## src/rtl/serial_bit_sampler.sv

```systemverilog
// Synchronises an external SPI-mode-0 style link into clk_i and feeds a shift register.
// Optional glitch filter on sck/cs_n: define SERIAL_BIT_SAMPLER_GLITCH_FILTER_EN.
module serial_bit_sampler #(
  parameter int unsigned WIDTH       = 8,
  parameter int unsigned SYNC_STAGES = 2,
  parameter bit          COVER       = 1'b0
) (
  input  logic                     clk_i,
  input  logic                     rst_i,
  input  logic                     sck_i,
  input  logic                     sdi_i,
  input  logic                     cs_n_i,
  output logic                     advance_o,
  output logic                     bit_o,
  output logic                     clear_o,
  output logic                     frame_done_o,
  output logic                     frame_abort_o,
  output logic [$clog2(WIDTH)-1:0] bit_count_o,
  output logic                     busy_o
);

  localparam int unsigned CntW = $clog2(WIDTH);

  typedef enum logic [0:0] {StIdle, StActive} state_e;

  logic [SYNC_STAGES-1:0] sck_sync_q, sdi_sync_q, cs_n_sync_q;
  logic                   sck_raw, sdi_raw, cs_n_raw;
  logic                   sck_s, sdi_s, cs_n_s;
  logic                   sck_prev_q, cs_n_prev_q;
  logic                   rise, cs_fall;

  state_e                 state_q, state_d;
  logic [CntW-1:0]        count_q, count_d;
  logic                   advance_q, advance_d;
  logic                   bit_q, bit_d;
  logic                   wrap_q, wrap_d;
  logic                   done_q;
  logic                   abort_q, abort_d;
  logic                   clear;

  always_ff @(posedge clk_i) begin
    if (rst_i) begin
      sck_sync_q  <= '0;
      sdi_sync_q  <= '0;
      cs_n_sync_q <= '1;
    end else begin
      sck_sync_q  <= {sck_sync_q[SYNC_STAGES-2:0], sck_i};
      sdi_sync_q  <= {sdi_sync_q[SYNC_STAGES-2:0], sdi_i};
      cs_n_sync_q <= {cs_n_sync_q[SYNC_STAGES-2:0], cs_n_i};
    end
  end

  assign sck_raw  = sck_sync_q[SYNC_STAGES-1];
  assign sdi_raw  = sdi_sync_q[SYNC_STAGES-1];
  assign cs_n_raw = cs_n_sync_q[SYNC_STAGES-1];

`ifdef SERIAL_BIT_SAMPLER_GLITCH_FILTER_EN
  // The filtered level follows the raw level only once it has been seen on three
  // consecutive cycles; sdi is delayed to stay aligned with the filtered sck.
  logic [1:0] sck_hist_q, cs_n_hist_q, sdi_dly_q;
  logic       sck_filt_q, cs_n_filt_q;

  assign sck_s  = (sck_raw == sck_hist_q[0] && sck_raw == sck_hist_q[1]) ? sck_raw : sck_filt_q;
  assign cs_n_s = (cs_n_raw == cs_n_hist_q[0] && cs_n_raw == cs_n_hist_q[1]) ? cs_n_raw
                                                                               : cs_n_filt_q;
  assign sdi_s  = sdi_dly_q[1];

  always_ff @(posedge clk_i) begin
    if (rst_i) begin
      sck_hist_q  <= 2'b00;
      cs_n_hist_q <= 2'b11;
      sdi_dly_q   <= 2'b00;
      sck_filt_q  <= 1'b0;
      cs_n_filt_q <= 1'b1;
    end else begin
      sck_hist_q  <= {sck_hist_q[0], sck_raw};
      cs_n_hist_q <= {cs_n_hist_q[0], cs_n_raw};
      sdi_dly_q   <= {sdi_dly_q[0], sdi_raw};
      sck_filt_q  <= sck_s;
      cs_n_filt_q <= cs_n_s;
    end
  end
`else
  assign sck_s  = sck_raw;
  assign cs_n_s = cs_n_raw;
  assign sdi_s  = sdi_raw;
`endif

  always_ff @(posedge clk_i) begin
    if (rst_i) begin
      sck_prev_q  <= 1'b0;
      cs_n_prev_q <= 1'b1;
    end else begin
      sck_prev_q  <= sck_s;
      cs_n_prev_q <= cs_n_s;
    end
  end

  assign rise    = sck_s & ~sck_prev_q;
  assign cs_fall = cs_n_prev_q & ~cs_n_s;

  always_comb begin
    state_d   = state_q;
    count_d   = count_q;
    advance_d = 1'b0;
    bit_d     = 1'b0;
    wrap_d    = 1'b0;
    abort_d   = 1'b0;
    clear     = 1'b0;
    unique case (state_q)
      StIdle: begin
        if (cs_fall) begin
          clear   = 1'b1;
          count_d = '0;
          state_d = StActive;
        end
      end
      StActive: begin
        // Chip-select release takes priority over a coincident sck rise.
        if (cs_n_s) begin
          state_d = StIdle;
          abort_d = (count_q != '0);
          count_d = '0;
        end else if (rise) begin
          advance_d = 1'b1;
          bit_d     = sdi_s;
          if (count_q == CntW'(WIDTH - 1)) begin
            count_d = '0;
            wrap_d  = 1'b1;
          end else begin
            count_d = count_q + CntW'(1);
          end
        end
      end
      default: state_d = StIdle;
    endcase
  end

  always_ff @(posedge clk_i) begin
    if (rst_i) begin
      state_q   <= StIdle;
      count_q   <= '0;
      advance_q <= 1'b0;
      bit_q     <= 1'b0;
      wrap_q    <= 1'b0;
      done_q    <= 1'b0;
      abort_q   <= 1'b0;
    end else begin
      state_q   <= state_d;
      count_q   <= count_d;
      advance_q <= advance_d;
      bit_q     <= bit_d;
      wrap_q    <= wrap_d;
      done_q    <= wrap_q;
      abort_q   <= abort_d;
    end
  end

  assign advance_o     = advance_q;
  assign bit_o         = bit_q;
  assign clear_o       = clear;
  assign frame_done_o  = done_q;
  assign frame_abort_o = abort_q;
  assign bit_count_o   = count_q;
  assign busy_o        = (state_q == StActive);

  if (COVER) begin : g_cover
`ifdef FORMAL
    cover property (@(posedge clk_i) disable iff (rst_i) frame_done_o);
    cover property (@(posedge clk_i) disable iff (rst_i) frame_abort_o);
`endif
  end

endmodule

```

## config.mk

```make
export PLATFORM = sky130hd
export DESIGN_NAME = serial_bit_sampler
export DESIGN_NICKNAME = d
export VERILOG_FILES = /design/src/rtl/serial_bit_sampler.sv
export SDC_FILE = /design/constraint.sdc
export NUM_CORES = 1
export LEC_CHECK = 0
export CORE_UTILIZATION = 45
export CTS_CLUSTER_SIZE = 30
export DETAILED_ROUTE_END_ITERATION = 7
export GPL_TIMING_DRIVEN = 0
export HOLD_SLACK_MARGIN = 0.06
export PLACE_DENSITY = 0.71
export SETUP_SLACK_MARGIN = 0.02
export SYNTH_ARGS = -nofsm -noshare
export SYNTH_HDL_FRONTEND = slang
export SYNTH_SLANG_ARGS = --single-unit
```

## constraint.sdc

```tcl
create_clock -name clk_i -period 1.2 [get_ports clk_i]
set_input_delay 0.36 -clock clk_i [delete_from_list [all_inputs] [get_ports clk_i]]
set_output_delay 0.36 -clock clk_i [all_outputs]
set_load 0.01 [all_outputs]
```

==> parameters.txt, run 1 <==
Parameter                              Value

CTS
  Max clock buf depth    2
  H-tree depth reported by CTS    1
  Clk sinks    17
  Count of hold buffers inserted by post-cts repair    0
  Clock transition time at the flip-flop clock pins of the worst setup and hold paths    0.10 ns
  Total clock buffers created by CTS    3
  CTS tree    done
  Clock insertion delay at the later pin of the skew report    0.30 ns
  Root buffer cell    clkbuf_4

Synthesis
  Mux share of post-synthesis cell area    0
  Count of different cell masters after synthesis    18
  Async S/R FF share, synth    0
  Synthesized-area fraction occupied by adder cells    0.06224
  List of most frequent post-synthesis cells    17 x dfxtp_1, 8 x nor2b_1, 4 x or2_2, 3 x ha_1, 3 x nand2b_1
  Share of the synthesized netlist area taken by xor and xnor gates    0
  Post-synth EDFFs    0
  Area share of the largest cell type after synthesis    0.5643
  Simple logic cell fraction of the synthesized area    0.2676
  Largest cells by area after synthesis    dfxtp_1 56%, nor2b_1 8.3%, ha_1 6.2%, or2_2 4.1%, nand2b_1 3.1%
  Fraction of the mapped netlist area in compound gates    0.07884
  Biggest area consumer among synthesized cells    dfxtp_1
  Total of flip-flops plus latches after synthesis    17
  Top_reg_cell synth    dfxtp_1
  Leading cell type by number of instances after synthesis    dfxtp_1
  Area of the mapped netlist    603.1 sq um
  Mean Syn Cell Area    11.38 sq um
  Synthesized instance count    53
  Sequential cell area fraction in the yosys report    0.5643
  Dominant combinational cell family by area after synthesis    simple AND/OR/NAND/NOR gates
  Yosys warnings    0
  Nets in the synthesized netlist    61

STA
  Unrepaired setup endpoints after global routing    yes
  Period minus WS final    1.391 ns
  Highest clock frequency the design can meet    718.7 MHz
  Relative slew slack    0.8318
  Fin worst setup slack    -0.1914 ns
  Final number of max-transition violations    0
  Slew at the pin closest to its max-slew limit    0.2512 ns
  Setup-failing EPs final    1
  Period Utilization, post-route    1.159
  Hold violation count in the final report    0
  Final Skew    0.01319 ns

Floorplan
  Height of the chip    38.61 um
  Row cnt    12
  Count of boundary I/O pins    14
  Starting density of the core    0.5150
  Width of the die    38.61 um
  Core Footprint    1171 sq um
  Area enclosed by the die boundary    1491 sq um

Drt
  Iteration-0 DRC count of the detailed router    3
  Vias/cell    4.656
  Avg WL per Cell    11.86 um
  Total vias in the final route    419
  Remaining DRCs    0
  First-pass iteration count of the detailed router    2
  Routed WL    1.067 mm
  Final ANT Viol Nets    0

Finish
  Diodes inserted    0
  Layout overhead on the synthesized area    42.74%
  Post-route cell area    860.8 sq um
  Nets    85
  Number of non-filler instances in the completed layout    90
  Ratio of cells with drive above 1 in the final layout    0.5526

Placed design
  Final GP Congestion    0.7380
  Detailed placement HPWL    652.2 um
  Post-placement cell area    750.7 sq um
  Number of buffers added on ports    13
  Number of placed cells counting well taps    80

Min path
  Hold path start    rst_i
  Number of instances on the worst hold path    2
  Worst hold path class    in2reg
  Endpoint of the worst hold-timing path    sdi_sync_q[0]

GRT
  Sum of overflow across all layers after global routing    0
  Overall fraction of global-route tracks in use    0.1638
  Number of global-route vias before repair    365
  First-pass GRT wire length    1.545 mm
  Antenna violations before repair    0
  Pin count of the biggest net entering global routing    11

Critical path
  Worst EP required    0.84 ns
  CP Launch Type    register
  Crit Reg-Reg Startpoint    cs_n_prev_q
  Class of the most critical setup path    reg2out
  CP max FO    5
  Reg-to-reg endpoint    bit_count_o[1]
  Worst-path cell chain    nor2b_4 -> and2b_1 -> buf_2
  R2R Setup Slk    0.06 ns
  Endpoint type of the worst setup path    output pin
  CP max-delay cell    dfxtp_4
  CP peak stage delay    0.38 ns
  Arrival time of the worst setup path    1.03 ns
  Cells on worst reg2reg path    5

Pwr
  Reported leakage power    0.3955 nW
  Power per unit of standard cell area    1091 nW/um^2
  Peak ir drop on the vdd network    0.8265 mV

Job
  MaxCap Viol Count    0

Outcome
  Violated checks    negative setup slack
  Status    finished with violations
[sequential cells by signal, summed over array words and instances (netlist names)]
signal,count
wrap_q,1
cs_n_prev_q,1
advance_o,1
bit_count_o,3
busy_o,1
sck_prev_q,1
sdi_sync_q,2
frame_abort_o,1
sck_sync_q,2
bit_o,1
cs_n_sync_q,2
frame_done_o,1
[critical path: cells and delay by family, from the launching register on]
family                 cells  cell delay (ns)
and+or+nand+nor            2             0.24
DFF                        1             0.38
buffers and inverters      1             0.12
[layout make-up]
| type | instances | area [sq um] |
|---|---|---|
| clock buffer | 3 | 22.52 |
| buffer | 1 | 13.76 |
| multi-input combinational | 32 | 285.3 |
| inverter | 3 | 12.51 |
| clock inverter | 1 | 5.005 |
| sequential | 17 | 352.8 |
| timing repair buffer | 19 | 151.4 |
| tap | 14 | 17.52 |
| fill | 85 | 310.3 |
[kinds of logic after synthesis]
logic type,Yosys count
adder cells (fa/ha/maj),3
flip-flops,17
buffers and inverters,4
AO/OA/AOI/OAI,4
AND/OR/NAND/NOR,25
[power by group]
part	total [mW]	internal (mW)	switching, mW
registers	0.581	0.573	0.00758
logic	0.0585	0.0363	0.0222
clock network	0.300	0.124	0.175
total	0.939	0.734	0.205
[layout by cell type, fill, tap and decap left out, types with 2 or more instances in the layout]
cell	netlist	final
dfxtp_1	17	11
nor2b_1	8	7
buf_2	0	6
buf_4	0	6
dfxtp_2	0	4
nand2b_1	3	3
or2_2	4	3
clkbuf_4	0	3
clkdlybuf4s50_1	0	3
buf_6	0	3
inv_1	2	2
and2b_1	2	2
o32ai_2	0	2
nor2_1	2	2
clkinv_2	1	2
and3_2	2	2
ha_2	0	2
dfxtp_4	0	2
[worst max path at each step]
stage | from | to | depth (start not counted)
global placement | rst_i | bit_count_o[1] | 4
detailed placement | rst_i | bit_count_o[0] | 4
finish | cs_n_sync_q[1] | clear_o | 3
global route | cs_n_prev_q | clear_o | 3
floorplan | bit_count_o[0] | bit_count_o[0] | 4
CTS | cs_n_prev_q | clear_o | 3
[stage by stage]
stage | setup WS, ns | total power, mW | utilization | setup TNS [ns] | hold slack [ns]
floorplan | 0.04507 | 0.6171 | - | 0 | 0.3895
global route | -0.2511 | 0.9854 | 0.7350 | -0.2511 | 0.3862
CTS | -0.1944 | 0.9462 | 0.6688 | -0.6309 | 0.4167
detailed placement | -0.4268 | 0.6414 | 0.6410 | -5.834 | 0.3959
finish | -0.1914 | 0.9389 | 0.7350 | -0.1914 | 0.3846
global placement | -0.4129 | 0.6409 | 0.6410 | -5.664 | 0.3999
[layer usage]
metal,GRT usage,share of wire,up-vias
met5,0,0,-
met4,0.07759,0.015,0
met3,0.08671,0.057,3
met2,0.2417,0.48,10
met1,0.1927,0.45,187
li1,-,-,219
[timing repair]
action | CTS | global route
pin swaps | 0 | 1
setup endpoints to repair | 23 | 12
setup buffers | 3 | 3
resized for setup | 48 | 11
(Power assumes the default switching activity.)
==> run 2, diff against run 1 <==
--- a/config.mk
+++ b/config.mk
@@ -6,6 +6,7 @@
 export NUM_CORES = 1
 export LEC_CHECK = 0
 export CORE_UTILIZATION = 45
+export CTS_CLUSTER_DIAMETER = 60
 export CTS_CLUSTER_SIZE = 30
 export DETAILED_ROUTE_END_ITERATION = 7
 export GPL_TIMING_DRIVEN = 0
==> results of run 2 <==
The final DEF is identical to that of run 1; final timing and power are the same.
==> run 3, diff against run 2 <==
--- a/config.mk
+++ b/config.mk
@@ -5,7 +5,9 @@
 export SDC_FILE = /design/constraint.sdc
 export NUM_CORES = 1
 export LEC_CHECK = 0
-export CORE_UTILIZATION = 45
+export CELL_PAD_IN_SITES_DETAIL_PLACEMENT = 1
+export CELL_PAD_IN_SITES_GLOBAL_PLACEMENT = 1
+export CORE_UTILIZATION = 35
 export CTS_CLUSTER_DIAMETER = 60
 export CTS_CLUSTER_SIZE = 30
 export DETAILED_ROUTE_END_ITERATION = 7
==> parameters.txt, run 3 (same netlist as run 1, synthesis figures left out) <==
Parameter                              Value

Outcome
  Status    finished with violations (unchanged)
  Violated checks    design-rule violations, negative setup slack (was negative setup slack)

GRT
  Top Usage Layer GRT    met2 (unchanged)
  Met3 global-route usage    0.05000 (was 0.08671)
  Global routing met2 resource utilization    0.2545 (was 0.2417)
  Overall fraction of global-route tracks in use    0.1579 (was 0.1638)
  Antenna violations before repair    0 (unchanged)
  GR Util met1    0.1837 (was 0.1927)
  Sum of overflow across all layers after global routing    0 (unchanged)
  First-pass GRT wire length    2.070 mm (was 1.545 mm)
  Pin count of the biggest net entering global routing    11 (unchanged)
  Number of global-route vias before repair    458 (was 365)

Drt
  Final ANT Viol Nets    0 (unchanged)
  First-pass iteration count of the detailed router    6 (was 2)
  Vias/cell    4.867 (was 4.656)
  Avg WL per Cell    14.32 um (was 11.86 um)
  Routed WL    1.289 mm (was 1.067 mm)
  Total vias in the final route    438 (was 419)
  Remaining DRCs    2 (was 0)
  Iteration-0 DRC count of the detailed router    4 (was 3)

CTS
  Clk sinks    17 (unchanged)
  Max clock buf depth    2 (unchanged)
  Clock insertion delay at the later pin of the skew report    0.28 ns (was 0.30 ns)
  Root buffer cell    clkbuf_4 (unchanged)
  Total clock buffers created by CTS    3 (unchanged)
  Clock transition time at the flip-flop clock pins of the worst setup and hold paths    0.09 ns (was 0.10 ns)
  H-tree depth reported by CTS    1 (unchanged)
  Count of hold buffers inserted by post-cts repair    0 (unchanged)
  CTS tree    done (unchanged)

Critical path
  Endpoint type of the worst setup path    output pin (unchanged)
  Arrival time of the worst setup path    0.99 ns (was 1.03 ns)
  Class of the most critical setup path    reg2out (unchanged)
  Reg-to-reg endpoint    bit_count_o[2] (was bit_count_o[1])
  Worst EP required    0.84 ns (about the same)
  Crit Reg-Reg Startpoint    cs_n_sync_q[1] (was cs_n_prev_q)
  CP Launch Type    register (unchanged)
  Cells on worst reg2reg path    5 (unchanged)
  R2R Setup Slk    0.01 ns (was 0.06 ns)
  CP max FO    2 (was 5)

Min path
  Number of instances on the worst hold path    1 (was 2)
  Hold path start    cs_n_sync_q[0] (was rst_i)
  Endpoint of the worst hold-timing path    cs_n_sync_q[1] (was sdi_sync_q[0])
  Worst hold path class    reg2reg (was in2reg)

STA
  Period minus WS final    1.355 ns (was 1.391 ns)
  Unrepaired setup endpoints after global routing    yes (unchanged)
  Setup-failing EPs final    1 (unchanged)
  Period Utilization, post-route    1.129 (was 1.159)
  Slew at the pin closest to its max-slew limit    0.2676 ns (was 0.2512 ns)
  Final number of max-transition violations    0 (unchanged)
  Fin worst setup slack    -0.1549 ns (was -0.1914 ns)
  Relative slew slack    0.8208 (was 0.8318)
  Final Skew    0.008067 ns (was 0.01319 ns)
  Highest clock frequency the design can meet    738.0 MHz (was 718.7 MHz)
  Hold violation count in the final report    0 (unchanged)
  Final-layout worst hold slack    0.4239 ns (was 0.3846 ns)

Floorplan
  Core Footprint    1559 sq um (was 1171 sq um)
  Starting density of the core    0.3868 (was 0.5150)
  Count of boundary I/O pins    14 (unchanged)
  Area enclosed by the die boundary    1893 sq um (was 1491 sq um)
  Height of the chip    43.51 um (was 38.61 um)
  Width of the die    43.51 um (was 38.61 um)
  Row cnt    14 (was 12)

Placed design
  Number of placed cells counting well taps    82 (was 80)
  Number of buffers added on ports    13 (unchanged)
  Final GP Congestion    0.6827 (was 0.7380)
  Dpl ws    -0.4128 ns (was -0.4268 ns)
  Detailed placement HPWL    725.8 um (was 652.2 um)

Finish
  Number of non-filler instances in the completed layout    90 (unchanged)
  Diodes inserted    0 (unchanged)
  Largest register FFs    3 (unchanged)
  Most frequent standard cell in the layout excluding fill and tap cells    dfxtp_1 (unchanged)
  Layout overhead on the synthesized area    41.29% (was 42.74%)
  Nets    83 (was 85)
  Leading cell types in the layout, fill and taps excluded    11 x dfxtp_1, 7 x nor2b_1, 7 x buf_2 (was 11 x dfxtp_1, 7 x nor2b_1, 6 x buf_2, 6 x buf_4, 4 x dfxtp_2)
  Ratio of cells with drive above 1 in the final layout    0.5270 (was 0.5526)

Pwr
  Peak ir drop on the vdd network    0.8134 mV (was 0.8265 mV)
  Reported leakage power    0.3741 nW (was 0.3955 nW)
  Power after layout    0.9347 mW (was 0.9389 mW)
  Power per unit of standard cell area    1097 nW/um^2 (was 1091 nW/um^2)

Job
  MaxCap Viol Count    0 (unchanged)
==> run 3: cell count changes in the layout (fill, tap and decap cells not counted), sizes merged <==
cell and change:
buf -2, clkbuf +1, clkinv -1, dlygate4sd2 +1
dlymetal6s2s -1
==> run 3: per-layer routing <==
layer | up-vias | routed length (um) | share of wire
li1 | 215 | - | -
met1 | 211 | 554 | 0.43
met2 | 10 | 676 | 0.52
met3 | 2 | 45 | 0.035
met4 | 0 | 13 | 0.010
met5 | - | 0 | 0
==> run 3: critical path: stages (launching register included) <==
cell and delay (ns):
dfxtp_2 0.33, nor2b_4 0.12, and2b_1 0.14, buf_2 0.13
==> run 3: final cells by class <==
cell class / count / area [sq um]
buffer: 1 / 5.005
multi-input combinational: 32 / 302.8
fill: 173 / 706.9
sequential: 17 / 355.3
timing repair buffer: 17 / 130.1
inverter: 3 / 12.51
clock buffer: 4 / 26.28
tap: 16 / 20.02
==> run 3: worst max path at each step <==
stage,from,endpoint,depth (start not counted)
finish,cs_n_prev_q,clear_o,3
global route,cs_n_prev_q,clear_o,3
CTS,cs_n_prev_q,clear_o,3
detailed placement,rst_i,bit_count_o[0],3
floorplan,bit_count_o[0],bit_count_o[0],4
global placement,rst_i,bit_count_o[0],4
==> run 3: timing repair <==
| action | CTS | global route |
|---|---|---|
| buffers inserted | 4 | 0 |
| pin swaps | 2 | 4 |
| endpoints found under the setup margin | 23 | 7 |
| gates resized for setup | 50 | 9 |
==> run 3: where the power goes <==
part | internal [mW] | total [mW] | switching [mW] | leakage (nW)
combinational | 0.0325 | 0.0565 | 0.0240 | 0.218
sequential | 0.571 | 0.578 | 0.00671 | 0.141
clock | 0.129 | 0.301 | 0.172 | 0.0150
total | 0.732 | 0.935 | 0.202 | 0.374
==> run 3: through the flow <==
step                      cell area, sq um  utilization  TNS, ns
final                                852.1       0.5465  -0.1549
after global routing                 852.1       0.5465  -0.2875
after CTS                            818.3       0.5249  -0.1613
after detailed placement             753.2       0.4831   -6.047
after global placement               753.2       0.4831   -5.867
after floorplan                      603.1            -        0
